## src/rtl/uart_rx_deser_pkg.sv

```systemverilog
// ============================================================================
// Module      : uart_rx_deser_pkg
// Description : Shared UART definitions: FSM state encodings and parity polarity.
// Revision    : 1.0 - initial release
// ============================================================================
`default_nettype none

package uart_rx_deser_pkg;

    typedef logic [2:0] uart_state_t;

    localparam uart_state_t ST_IDLE       = 3'd0;
    localparam uart_state_t ST_START      = 3'd1;
    localparam uart_state_t ST_DATA       = 3'd2;
    localparam uart_state_t ST_PARITY     = 3'd3;
    localparam uart_state_t ST_STOP       = 3'd4;
    localparam uart_state_t ST_BREAK_WAIT = 3'd5;

    // XOR over data plus parity bit equals this value on a good frame (odd parity)
    localparam logic PARITY_ODD = 1'b1;

endpackage : uart_rx_deser_pkg

`default_nettype wire

```

## src/rtl/uart_rx_deser_if.sv

```systemverilog
// ============================================================================
// Module      : uart_rx_deser_if
// Description : Serial input and received-word bundle of the UART receiver.
// Revision    : 1.0 - initial release
// ============================================================================
`default_nettype none

interface uart_rx_deser_if #(
    parameter int WORD_WIDTH = 8
);
    logic                  tick;
    logic                  rxd;
    logic                  parity;
    logic [WORD_WIDTH-1:0] dout;
    logic                  rx_done;
    logic                  parity_err;
    logic                  frame_err;
    logic                  active;

    modport master (
        output tick, rxd, parity,
        input  dout, rx_done, parity_err, frame_err, active
    );

    modport slave (
        input  tick, rxd, parity,
        output dout, rx_done, parity_err, frame_err, active
    );
endinterface : uart_rx_deser_if

`default_nettype wire

```

## src/rtl/uart_rx_deser_sync2.sv

```systemverilog
// ============================================================================
// Module      : uart_sync2
// Description : Two-flop synchronizer, resets to 1 (idle level of a UART line).
// Revision    : 1.0 - initial release
// ============================================================================
`default_nettype none

module uart_sync2 (
    input  wire logic clk,
    input  wire logic rst,
    input  wire logic async_i,
    output logic      sync_o
);
    logic [1:0] meta_q;

    always_ff @(posedge clk) begin
        if (rst) begin
            meta_q <= 2'b11;
        end else begin
            meta_q <= {meta_q[0], async_i};
        end
    end

    assign sync_o = meta_q[1];
endmodule : uart_sync2

`default_nettype wire

```

## src/rtl/uart_rx_deser.sv

```systemverilog
// ============================================================================
// Module      : uart_rx_deser
// Description : Oversampling UART receiver with optional odd parity and break hold-off.
// Revision    : 1.0 - initial release
// ============================================================================
`default_nettype none

module uart_rx_deser
    import uart_rx_deser_pkg::*;
#(
    parameter int WORD_WIDTH   = 8,
    parameter int OVERSAMPLING = 16
) (
    input  wire logic       clk,
    input  wire logic       rst,
    uart_rx_deser_if.slave  bus
);
    localparam int TW = $clog2(OVERSAMPLING);
    localparam int BW = (WORD_WIDTH > 1) ? $clog2(WORD_WIDTH) : 1;

    localparam logic [TW-1:0] TICK_HALF = TW'(OVERSAMPLING / 2 - 1);
    localparam logic [TW-1:0] TICK_FULL = TW'(OVERSAMPLING - 1);
    localparam logic [BW-1:0] BIT_LAST  = BW'(WORD_WIDTH - 1);

    logic                  rxd_s;
    uart_state_t           state_q,    state_d;
    logic [TW-1:0]         tick_ctr_q, tick_ctr_d;
    logic [BW-1:0]         bit_ctr_q,  bit_ctr_d;
    logic [WORD_WIDTH-1:0] shift_q,    shift_d;
    logic                  par_en_q,   par_en_d;
    logic                  pbit_q,     pbit_d;
    logic [WORD_WIDTH-1:0] dout_q,     dout_d;
    logic                  rx_done_q,  rx_done_d;
    logic                  perr_q,     perr_d;
    logic                  ferr_q,     ferr_d;
    logic                  ctr_zero;

    uart_sync2 u_sync_rxd (
        .clk     (clk),
        .rst     (rst),
        .async_i (bus.rxd),
        .sync_o  (rxd_s)
    );

    assign ctr_zero = (tick_ctr_q == '0);

    always_comb begin
        state_d    = state_q;
        tick_ctr_d = tick_ctr_q;
        bit_ctr_d  = bit_ctr_q;
        shift_d    = shift_q;
        par_en_d   = par_en_q;
        pbit_d     = pbit_q;
        dout_d     = dout_q;
        perr_d     = perr_q;
        ferr_d     = ferr_q;
        rx_done_d  = 1'b0;

        if (bus.tick) begin
            case (state_q)
                ST_IDLE: begin
                    if (!rxd_s) begin
                        state_d    = ST_START;
                        tick_ctr_d = TICK_HALF;
                        par_en_d   = bus.parity;
                    end
                end
                ST_START: begin
                    if (!ctr_zero) begin
                        tick_ctr_d = tick_ctr_q - TW'(1);
                    end else if (!rxd_s) begin
                        state_d    = ST_DATA;
                        tick_ctr_d = TICK_FULL;
                        bit_ctr_d  = '0;
                    end else begin
                        state_d = ST_IDLE;
                    end
                end
                ST_DATA: begin
                    if (!ctr_zero) begin
                        tick_ctr_d = tick_ctr_q - TW'(1);
                    end else begin
                        // LSB-first: each new bit enters at the top and walks down
                        shift_d    = WORD_WIDTH'({rxd_s, shift_q} >> 1);
                        bit_ctr_d  = bit_ctr_q + BW'(1);
                        tick_ctr_d = TICK_FULL;
                        if (bit_ctr_q == BIT_LAST) begin
                            state_d = par_en_q ? ST_PARITY : ST_STOP;
                        end
                    end
                end
                ST_PARITY: begin
                    if (!ctr_zero) begin
                        tick_ctr_d = tick_ctr_q - TW'(1);
                    end else begin
                        pbit_d     = rxd_s;
                        tick_ctr_d = TICK_FULL;
                        state_d    = ST_STOP;
                    end
                end
                ST_STOP: begin
                    if (!ctr_zero) begin
                        tick_ctr_d = tick_ctr_q - TW'(1);
                    end else begin
                        dout_d    = shift_q;
                        rx_done_d = 1'b1;
                        ferr_d    = ~rxd_s;
                        perr_d    = par_en_q & ((^{shift_q, pbit_q}) != PARITY_ODD);
                        // Leaving at mid-stop lets a back-to-back start bit be caught
                        state_d   = rxd_s ? ST_IDLE : ST_BREAK_WAIT;
                    end
                end
                ST_BREAK_WAIT: begin
                    if (rxd_s) begin
                        state_d = ST_IDLE;
                    end
                end
                default: begin
                    state_d = ST_IDLE;
                end
            endcase
        end
    end

    always_ff @(posedge clk) begin
        if (rst) begin
            state_q    <= ST_IDLE;
            tick_ctr_q <= '0;
            bit_ctr_q  <= '0;
            shift_q    <= '0;
            par_en_q   <= 1'b0;
            pbit_q     <= 1'b0;
            dout_q     <= '0;
            rx_done_q  <= 1'b0;
            perr_q     <= 1'b0;
            ferr_q     <= 1'b0;
        end else begin
            state_q    <= state_d;
            tick_ctr_q <= tick_ctr_d;
            bit_ctr_q  <= bit_ctr_d;
            shift_q    <= shift_d;
            par_en_q   <= par_en_d;
            pbit_q     <= pbit_d;
            dout_q     <= dout_d;
            rx_done_q  <= rx_done_d;
            perr_q     <= perr_d;
            ferr_q     <= ferr_d;
        end
    end

    assign bus.dout       = dout_q;
    assign bus.rx_done    = rx_done_q;
    assign bus.parity_err = perr_q;
    assign bus.frame_err  = ferr_q;
    assign bus.active     = (state_q != ST_IDLE);

endmodule : uart_rx_deser

`default_nettype wire

```

## src/flat_wrapper.sv

```systemverilog
// flat-port wrapper written by rule: the top's interface ports become plain ports
module uart_rx_deser_flat import uart_rx_deser_pkg::*;
#(
    parameter int WORD_WIDTH   = 8,
    parameter int OVERSAMPLING = 16
)
  (clk, rst, bus_tick, bus_rxd, bus_parity, bus_dout, bus_rx_done, bus_parity_err, bus_frame_err, bus_active);
  uart_rx_deser_if #(.WORD_WIDTH(WORD_WIDTH)) bus_i ();
  input  wire logic clk;
  input  wire logic rst;
  input wire logic [$bits(bus_i.tick)-1:0] bus_tick;
  input wire logic [$bits(bus_i.rxd)-1:0] bus_rxd;
  input wire logic [$bits(bus_i.parity)-1:0] bus_parity;
  output wire logic [$bits(bus_i.dout)-1:0] bus_dout;
  output wire logic [$bits(bus_i.rx_done)-1:0] bus_rx_done;
  output wire logic [$bits(bus_i.parity_err)-1:0] bus_parity_err;
  output wire logic [$bits(bus_i.frame_err)-1:0] bus_frame_err;
  output wire logic [$bits(bus_i.active)-1:0] bus_active;
  assign bus_i.tick = bus_tick;
  assign bus_i.rxd = bus_rxd;
  assign bus_i.parity = bus_parity;
  assign bus_dout = bus_i.dout;
  assign bus_rx_done = bus_i.rx_done;
  assign bus_parity_err = bus_i.parity_err;
  assign bus_frame_err = bus_i.frame_err;
  assign bus_active = bus_i.active;
  uart_rx_deser #(.WORD_WIDTH(WORD_WIDTH), .OVERSAMPLING(OVERSAMPLING)) u_core (.clk(clk), .rst(rst), .bus(bus_i));
endmodule
```

## config.mk

```make
export PLATFORM = sky130hd
export DESIGN_NAME = uart_rx_deser_flat
export DESIGN_NICKNAME = d
export VERILOG_FILES = /design/src/rtl/uart_rx_deser_pkg.sv /design/src/rtl/uart_rx_deser_if.sv /design/src/rtl/uart_rx_deser_sync2.sv /design/src/rtl/uart_rx_deser.sv /design/src/flat_wrapper.sv
export SDC_FILE = /design/constraint.sdc
export NUM_CORES = 1
export LEC_CHECK = 0
export BUFFER_PORTS_ARGS = -buffer_cell sky130_fd_sc_hd__buf_4
export CORE_MARGIN = 2
export CORE_UTILIZATION = 60
export DETAILED_ROUTE_END_ITERATION = 6
export PLACE_DENSITY = 0.84
export SETUP_SLACK_MARGIN = 0.15
export SYNTH_ARGS = -nofsm -noshare
export SYNTH_HDL_FRONTEND = slang
export SYNTH_SLANG_ARGS = --single-unit
```

## constraint.sdc

```tcl
create_clock -name clk -period 3.7 [get_ports clk]
set_input_delay 0.555 -clock clk [delete_from_list [all_inputs] [get_ports clk]]
set_output_delay 0.555 -clock clk [all_outputs]
set_load 0.05 [all_outputs]
```

==> flow_results.org, run 1 <==
** Placed design
- Before CTS, the worst setup slack after placement is about 1.4 ns.
- Buffers placed on the I/O ports in this run total 16.
- Detailed placer's ending HPWL :: roughly 2.2 mm
- Final weighted congestion in routability-driven placement :: between 0.8 and 0.9

** Floorplanning
- After floorplanning, the core was sized to cover 2500 um2.
- 17 I/O pins were placed.
- Measured along the x axis, the die boundary spans 55.61 um.
- Height of the die :: approximately 56 um
- Floorplan row count :: 18
- Die Outline Area :: between 3000 and 4000 um2
- For this configuration, the core starts out at a cell density of a little under two thirds.

** Timing
- Final clock period utilization by the worst path :: about 62%
- Setup total negative slack :: 0 ns
- Worst clock skew :: roughly 0.0042 ns
- Setup slack after layout :: about 1.4 ns
- Max-Slew Margin vs Limit :: 49.46%
- The number of failing hold endpoints at the final stage was 0.
- Slew at the pin with the worst max-slew slack :: between 0.7 and 0.8 ns
- Final setup violation count :: 0
- Counting I/O delays and the setup requirement, the final critical path takes about 2.3 ns.
- Peak clock frequency supported by timing :: 0.4335 GHz
- The final max-slew violation count was 0.
- Setup repair after global routing left no endpoint under its margin.

** Clock network
- Buffers inserted during post-CTS setup optimization :: 0
- The longest clock path from root to sink contains 2 buffers.
- Clock net sink count :: 33
- Clock latency of the later-clocked register in the worst-skew pair :: approximately 0.34 ns
- CTS tree :: yes
- In this run, CTS created clock tree buffers numbering 5.
- The tree is rooted in a sky130_fd_sc_hd__clkbuf_4.
- In this run, post-CTS repair resized a total of 0 instances.
- After clock tree synthesis, the flow added hold-fix buffers numbering 0.
- CTS built an H-tree with a depth of 2.
- Clock-pin slew reported for the worst setup and hold paths after clock tree synthesis :: 0.10 ns

** Hold path
- The startpoint identified for the worst hold timing path is bus_rxd.
- End point of the most critical hold path :: u_core.u_sync_rxd.meta_q[0]
- Worst Hold Depth :: 2
- Class of the tightest hold or removal check :: in2reg

** Yosys
- Cell area after synthesis :: around 1600 um2
- Share of synthesized area occupied by flip-flops and latches :: 41.35%
- Portion of synthesized cell area occupied by the leading cell type :: 41.35%
- Most common library cells after synthesis :: 33 x sky130_fd_sc_hd__dfxtp_1, 26 x sky130_fd_sc_hd__nor2_1, 24 x sky130_fd_sc_hd__nand2_1
- The average instance in the mapped netlist occupies around 8.6 um2.
- By area the synthesized netlist is led by sky130_fd_sc_hd__dfxtp_1 41%, sky130_fd_sc_hd__mux2i_1 6.9%, sky130_fd_sc_hd__nor2_1 6.1%, sky130_fd_sc_hd__nand2_1 5.6%, sky130_fd_sc_hd__a21oi_1 5.0%.
- sky130_fd_sc_hd__dfxtp_1 takes more of the synthesized area than any other cell.
- Post-synthesis cell type count :: 40
- By area, the combinational part of the netlist is dominated by simple AND/OR/NAND/NOR gates.
- Syn. warnings :: 0
- Summing the areas of all and, or, nand and nor instances in the mapped netlist gives roughly a quarter of the synthesized area.
- The most used flip-flop cell after synthesis is sky130_fd_sc_hd__dfxtp_1.
- In the synthesized netlist, mux cells make up 6.891% of the area.
- Synthesized flop and latch total :: 33
- Number of enable flip-flop cells after synthesis :: 0
- Xor and xnor area share after synthesis :: roughly 4.7%
- Summing the areas of all compound-gate instances in the mapped netlist gives about 16% of the synthesized area.
- Synth async-reset ratio :: 0%
- Synthesized netlist net count :: 193
- After Yosys synthesis, full adders, half adders and majority gates account for ~2.3% of the synthesized area.
- Dominant cell by count in the synthesized netlist :: sky130_fd_sc_hd__dfxtp_1
- Synthesized instance count :: roughly 190

** Critical path
- In this run the worst path has a maximum fanout of 13.
- Worst setup SP type :: register
- Traced cell by cell, the critical path runs through inv_1, ha_1, nor3b_2, nand4_1, mux2i_1, nor2_1.
- Slowest library cell on the worst path :: sky130_fd_sc_hd__nand4_1
- STA classifies the critical path endpoint as a register.
- Top cell family by delay on the critical path :: simple AND/OR/NAND/NOR gates
- Highest cell delay on the worst timing path :: about 0.7 ns
- Category of the critical setup timing path :: reg2reg
- The worst register-to-register path has a depth of 6.
- Reg-to-reg endpoint :: u_core.bus.dout[6]
- Reg2Reg Setup Slack :: between 1 and 1.5 ns
- The startpoint identified for the worst register-to-register timing path is u_core.tick_ctr_q[0].
- Together, buffers and inverters on the worst path number 1.
- STA puts the critical path data arrival time at 2.53 ns.
- At the worst endpoint, the required time is between 3 and 4 ns.

** Route
- Post-detailed-route DRC marker count :: 0
- Via count :: 1325
- Vias/cell :: between 5 and 6
- In this run, the number of DRC markers left after iteration 0 of detailed routing was 56.
- The first TritonRoute pass finished after 4 iterations.
- For this block, the routed nets add up to around 3.2 mm of wire.
- Antenna Violating Nets Remaining :: 0
- Routed len/inst :: ~14 um

** Final layout
- Proportion of layout cells with a drive suffix above 1 :: 15.00%
- The final layout contains ~210 nets.
- The filler cells instantiated in the layout total ~210.
- Area growth syn-to-layout :: 12.22%
- Antenna diode instance count :: 0

** Run status
- The run finished with clean final reports.

** Global routing
- Fraction of met1 tracks used by global routing :: 28.83%
- Met3 routing resource usage after global routing :: approximately 7.4%
- For this run the aggregate overflow at the end of global routing stands at 0.
- Met2 Resource Use GR :: 34.35%
- Most Used Layer, Global Route :: met2
- Wire length of the first global-routing pass :: between 5 and 6 mm
- Pin count of the biggest net entering global routing :: 34
- Number of antenna violations at the first check in global routing :: 0
- Number of global-route vias before repair :: 1199
- Total routing usage reported by global routing :: roughly 23%

** Power
- Power Density :: approximately 440 nW/um2
- VDD IR-drop max :: 324.7 uV
- The analysis attributes to cell leakage a power of 0.0007864 uW.

** Run
- Number of maximum-capacitance violations :: 0
## flip-flops by register name, summed over array words and instances, names as in the netlist
name	cells
u_core.bus.dout	8
u_core.shift_q	8
u_core.tick_ctr_q	4
u_core.bit_ctr_q	3
u_core.state_q	3
u_core.u_sync_rxd.meta_q	2
u_core.bus.frame_err	1
u_core.bus.parity_err	1
u_core.bus.rx_done	1
u_core.par_en_q	1
u_core.pbit_q	1
## worst max-delay path by stage
stage,start,end,cells past startpoint
3_5_place_dp,u_core.tick_ctr_q[0],u_core.bus.dout[6],6
4_1_cts,u_core.tick_ctr_q[0],u_core.bus.dout[6],6
2_1_floorplan,u_core.tick_ctr_q[0],u_core.state_q[0],7
6_report,u_core.tick_ctr_q[0],u_core.bus.dout[6],6
3_3_place_gp,u_core.tick_ctr_q[0],u_core.bus.dout[6],6
5_1_grt,u_core.tick_ctr_q[0],u_core.bus.dout[5],6
## cells by family (layout without fill, tap and decap cells)
kind of cell,Yosys count,after routing
AOI/OAI and AO/OA,38,38
xor gates and xnor gates,7,7
adders and majority gates,3,3
buffers and inverters,17,32
DFF,33,33
muxes,11,11
and+or+nand+nor,76,76
## routing by layer
metal | wire length (um) | vias up | part of all wire (%)
li1 | - | 661 | -
met1 | 1430 | 621 | 45
met2 | 1526 | 36 | 48
met3 | 191 | 7 | 5.9
met4 | 62 | 0 | 1.9
met5 | 0 | - | 0
## cell type report
class	count	area [um2]	share of cell area, %
multi-input combinational	135	859.6	47.94
sequential	33	660.6	36.85
timing repair buffer	16	120.1	6.699
clock buffer	7	55.05	3.070
tap	30	37.54	2.094
clock inverter	1	30.03	1.675
inverter	8	30.03	1.675
## where the power goes
group          leakage, uW  internal [uW]  switching [uW]
combinational     0.000474           45.7            70.8
clock            0.0000455            161             123
sequential        0.000267            363            16.9
## cells in the final DEF, fill, tap and decap left out, types with 2 or more instances in the layout
master                     count
sky130_fd_sc_hd__o21ai_0       3
sky130_fd_sc_hd__mux2i_1      11
sky130_fd_sc_hd__ha_1          3
sky130_fd_sc_hd__inv_1         8
sky130_fd_sc_hd__nand3_1       4
sky130_fd_sc_hd__dfxtp_1      33
sky130_fd_sc_hd__a21oi_1      16
sky130_fd_sc_hd__a221oi_1      3
sky130_fd_sc_hd__nand2_1      24
sky130_fd_sc_hd__xor2_1        2
sky130_fd_sc_hd__a211oi_1      3
sky130_fd_sc_hd__buf_4        16
sky130_fd_sc_hd__a22oi_1       2
sky130_fd_sc_hd__or2_2         2
sky130_fd_sc_hd__nor2_1       26
sky130_fd_sc_hd__o21ai_1       3
sky130_fd_sc_hd__clkbuf_4      5
sky130_fd_sc_hd__nor3b_1       2
sky130_fd_sc_hd__a211o_1       2
sky130_fd_sc_hd__nor2b_1       4
sky130_fd_sc_hd__xnor2_1       4
sky130_fd_sc_hd__or3_1         2
sky130_fd_sc_hd__nand2b_1      3
## worst reg2reg max path, stage by stage, from the launching register on
cell and delay (ns):
sky130_fd_sc_hd__dfxtp_1 0.34, sky130_fd_sc_hd__inv_1 0.08, sky130_fd_sc_hd__ha_1 0.22, sky130_fd_sc_hd__nor3b_2 0.41
sky130_fd_sc_hd__nand4_1 0.68, sky130_fd_sc_hd__mux2i_1 0.41, sky130_fd_sc_hd__nor2_1 0.07
## metrics by stage
| step | util (%) | instance area, um2 | power [uW] | cells | hold slack (ns) |
|---|---|---|---|---|---|
| global placement | 68.32 | 1708 | 497.2 | 222 | 0.3952 |
| finish | 71.72 | 1793 | 781.0 | 230 | 0.3981 |
| CTS | 71.72 | 1793 | 786.0 | 230 | 0.3826 |
| detailed placement | 68.32 | 1708 | 503.0 | 222 | 0.3966 |
| floorplan | - | 1598 | 482.7 | 185 | 0.3895 |
| global route | 71.72 | 1793 | 811.9 | 230 | 0.3879 |
Note: power is estimated with default switching activity, not from simulation.
==> run 2, diff against run 1 <==
--- a/config.mk
+++ b/config.mk
@@ -5,11 +5,12 @@
 export SDC_FILE = /design/constraint.sdc
 export NUM_CORES = 1
 export LEC_CHECK = 0
+export ABC_AREA = 1
 export BUFFER_PORTS_ARGS = -buffer_cell sky130_fd_sc_hd__buf_4
 export CORE_MARGIN = 2
-export CORE_UTILIZATION = 60
+export CORE_UTILIZATION = 52
 export DETAILED_ROUTE_END_ITERATION = 6
-export PLACE_DENSITY = 0.84
+export PLACE_DENSITY = 0.78
 export SETUP_SLACK_MARGIN = 0.15
 export SYNTH_ARGS = -nofsm -noshare
 export SYNTH_HDL_FRONTEND = slang
==> constraint.sdc (replaced) <==
create_clock -name clk -period 2 [get_ports clk]
set_input_delay 0.3 -clock clk [delete_from_list [all_inputs] [get_ports clk]]
set_output_delay 0.3 -clock clk [all_outputs]
set_load 0.05 [all_outputs]
==> flow_results.org, run 2 <==
** Hold path
- The min-delay analysis places its worst path in the category in2reg.

** Timing
- Total count of hold-check failures in the final report :: 0
- Setup repair after global routing missed its margin :: no
- For this run, the top clock speed supported by timing is 0.6140 GHz.
- Setup total negative slack on the finished layout was measured at 0 ns.
- On the final layout, the worst clock skew is approximately 0.0052 ns.
- Tmin final :: between 1.5 and 2 ns
- At the pin with the least slew margin, the transition time is roughly 0.54 ns.
- Final Slew Violations :: 0
- Max-Slew Margin vs Limit :: 64.23%
- Final setup violation count :: 0
- Final clock period utilization by the worst path :: about four fifths

** Run
- Max-cap violations in this run came to 0.

** Placed design
- Summing all placed instances gives a cell area of 1765 um2.
- Detailed placer's ending HPWL :: about 2.2 mm
- Number of port buffers :: 16
- The number of placed instances, taps included, is between 200 and 300.
- Final weighted congestion in routability-driven placement :: 0.8957

** Route
- Drt first pass iters :: 4
- Initial detailed-routing violation count :: 36
- After detailed routing, the number of vias per cell comes to between 4 and 5.
- Summing over every cut layer, the via total after detailed routing is about 1400.
- Overall routed net length :: about 3.1 mm
- Routed len/inst :: roughly 11 um
- Antenna Violating Nets Remaining :: 0
- After detailed routing, the number of remaining DRC violations is 0.

** Yosys
- By instance count, the leading cell after synthesis is sky130_fd_sc_hd__nand2_1.
- Top area cells in the synthesized netlist :: sky130_fd_sc_hd__dfxtp_1 40%, sky130_fd_sc_hd__nand2_1 11%, sky130_fd_sc_hd__a21oi_1 6.7%, sky130_fd_sc_hd__inv_1 5.9%, sky130_fd_sc_hd__nor2_1 5.7%
- Counting flops with an async set or reset pin after synthesis yields a share of 0%.
- In the synthesized netlist the dominant register cell turns out to be sky130_fd_sc_hd__dfxtp_1.
- Yosys mapped a number of flops with a built-in enable equal to 0.
- Counting flops and latches in the post-synthesis netlist gives 33.
- Share of synthesized area occupied by flip-flops and latches :: around two fifths
- In this run the cell area of the synthesized design comes to 1640 um2.
- Post-synthesis cell type count :: 32
- Synthesized instance count :: 229
- The share of synthesized area in the top cell type comes to between 40% and 50%.
- Post-synthesis area per instance :: between 7 and 8 um2
- Summed over all instances, the cell type with the most area after synthesis is sky130_fd_sc_hd__dfxtp_1.
- In the synthesized netlist, the cells that appear most often are 46 x sky130_fd_sc_hd__nand2_1, 33 x sky130_fd_sc_hd__dfxtp_1, 26 x sky130_fd_sc_hd__inv_1.
- Syn. warnings :: 0
- Synthesized netlist net count :: between 200 and 250

** Global routing
- Sum of overflow across all layers after global routing :: 0
- Total routing usage reported by global routing :: a little under a fifth
- Entering global routing, the biggest net connects 23 pins.
- Number of antenna violations at the first check in global routing :: 0
- The via count of the first global-routing pass is ~1200.
- The first global-routing pass estimated 5.064 mm of wire.

** Floorplanning
- Height of the die :: ~60 um
- During I/O placement, the number of pins put on the boundary was 17.
- Effective utilization at floorplan :: roughly 54%
- Floorplan row count :: 20
- Die Wd :: between 60 and 70 um
- CORE AREA :: about 3000 um2
- Die Outline Area :: between 3000 and 4000 um2

** Final layout
- The final layout contains about 250 nets.
- Most common cell after layout, fill and taps aside :: sky130_fd_sc_hd__nand2_1
- Antenna diode instance count :: 0
- Once layout is done, the placed cells without fillers occupy 1818 um2.
- The library cells used most frequently in the layout, excluding fill and tap cells, are 46 x sky130_fd_sc_hd__nand2_1, 33 x sky130_fd_sc_hd__dfxtp_1, 26 x sky130_fd_sc_hd__inv_1.
- Fill cells :: 297
- Area growth syn-to-layout :: 10.83%
- The post-route netlist has 19.11% of its cells at a drive strength greater than 1.
- After the flow finishes, the layout carries non-filler instances totaling 290.

** Critical path
- Crit-path max FO :: 15
- The critical path in this run is classified as reg2reg.
- The worst setup path is launched from a register.
- For the worst setup path, the data arrival time is about 1.9 ns.
- For the worst setup path, the data required time is between 2 and 2.5 ns.
- Worst setup EP type :: register

** Power
- Net switching fraction of the power :: ~45%
- Net switching power of the design :: approximately 1100 uW
- The clock network accounts for 14.9% of the total power.
- VDD IR-drop max :: 597.2 uV
- Cell internal power was estimated by the tool at approximately 1300 uW.
- Combinational logic is responsible for 47.9% of the overall power.
- Power Density :: approximately 1300 nW/um2
- In this run the static leakage power is between 0.0008 and 0.0009 uW.
- Per report_power, the sequential group accounts for 37.2% of the total.

** Clock network
- CTS Root Buffer Type :: sky130_fd_sc_hd__clkbuf_4
- Clock latency of the later-clocked register in the worst-skew pair :: roughly 0.33 ns
- TritonCTS created 5 clock buffers.
- Quantity of gates resized following cts :: 0
- In this run, post-CTS hold repair placed 0 buffers.
- Clock-pin slew was measured on the worst setup and hold paths at approximately 0.10 ns.
- Clock net sink count :: 33
- The longest clock path from root to sink contains 2 buffers.
- After clock tree synthesis, the setup repair step added 0 buffers.
- The H-tree was split into 2 levels.
- TritonCTS built the clock tree.

** Run status
- The run finished with clean final reports.
run 2: cell count changes after synthesis, moves of 7 or more:
cell	delta
sky130_fd_sc_hd__o21ai_0	+12
sky130_fd_sc_hd__inv_1	+18
sky130_fd_sc_hd__nand3_1	+9
sky130_fd_sc_hd__mux2i_1	-11
sky130_fd_sc_hd__nand2_1	+22
sky130_fd_sc_hd__inv_2	+7
run 2: power groups by stage:
| stage | Combinational, uW | Clock, uW | Sequential (uW) |
|---|---|---|---|
| 2_1_floorplan | 892 | 0 | 942 |
| 3_3_place_gp | 1120 | 0 | 892 |
| 3_5_place_dp | 1130 | 0 | 893 |
| 4_1_cts | 1140 | 367 | 878 |
| 5_1_grt | 1270 | 394 | 896 |
| 6_report | 1130 | 352 | 879 |
run 2: cell type report:
class                      instances  area (um2)  area share, %
clock buffer                       7       45.04          2.478
clock inverter                     1       7.507         0.4129
inverter                          34       128.9          7.089
multi-input combinational        155       800.8          44.05
sequential                        33       660.6          36.34
tap                               44       55.05          3.028
timing repair buffer              16       120.1          6.607
run 2: metrics by stage:
step / setup WS [ns] / util, % / total power [uW] / hold slack, ns
finish: 0.3714 / 60.04 / 2361 / 0.1477
global route: 0.2077 / 60.04 / 2563 / 0.1259
CTS: 0.3654 / 60.04 / 2383 / 0.1331
detailed placement: 0.3965 / 58.31 / 2021 / 0.4005
global placement: 0.4594 / 58.31 / 2007 / 0.3940
floorplan: 0.5811 / - / 1833 / 0.3841
run 2: path summary, 6_finish.rpt:
| path | start | end | slack [ns] | cells past startpoint |
|---|---|---|---|---|
| setup / recovery | u_core.tick_ctr_q[0] | u_core.shift_q[4] | 0.37 | 8 |
| hold / removal | bus_rxd | u_core.u_sync_rxd.meta_q[0] | 0.15 | 2 |
| setup reg to reg | u_core.tick_ctr_q[0] | u_core.shift_q[4] | 0.37 | 8 |
| hold reg to reg | u_core.u_sync_rxd.meta_q[0] | u_core.u_sync_rxd.meta_q[1] | 0.42 | 1 |
run 2: worst max-delay path, stage by stage, from the launching register on:
cell and delay, ns:
sky130_fd_sc_hd__dfxtp_1 0.33, sky130_fd_sc_hd__inv_1 0.09, sky130_fd_sc_hd__ha_1 0.21, sky130_fd_sc_hd__nand3_2 0.11, sky130_fd_sc_hd__nor2_2 0.22, sky130_fd_sc_hd__nand2_2 0.23, sky130_fd_sc_hd__inv_2 0.15, sky130_fd_sc_hd__o21ai_0 0.08
sky130_fd_sc_hd__a21oi_1 0.14
run 2: routing by layer:
layer / share of wire [%] / vias up / GRT usage, % / routed length, um
met2: 45 / 24 / 30.75 / 1386
met1: 48 / 637 / 22.68 / 1482
li1: - / 766 / - / -
met4: 3.0 / 0 / 10.16 / 91
met3: 3.2 / 8 / 5.844 / 97
met5: 0 / - / 0 / 0
run 2: logic make-up (layout without fill, tap and decap cells):
kind of cell               count (synthesis)  in the layout  share of synthesized area (%)
AOI/OAI and AO/OA                         49             49                          16.32
xor gates and xnor gates                   2              2                          1.068
adders and majority gates                  3              3                          2.289
buffers and inverters                     41             58                          10.91
DFF                                       33             33                          40.27
and+or+nand+nor                          101            101                          29.14
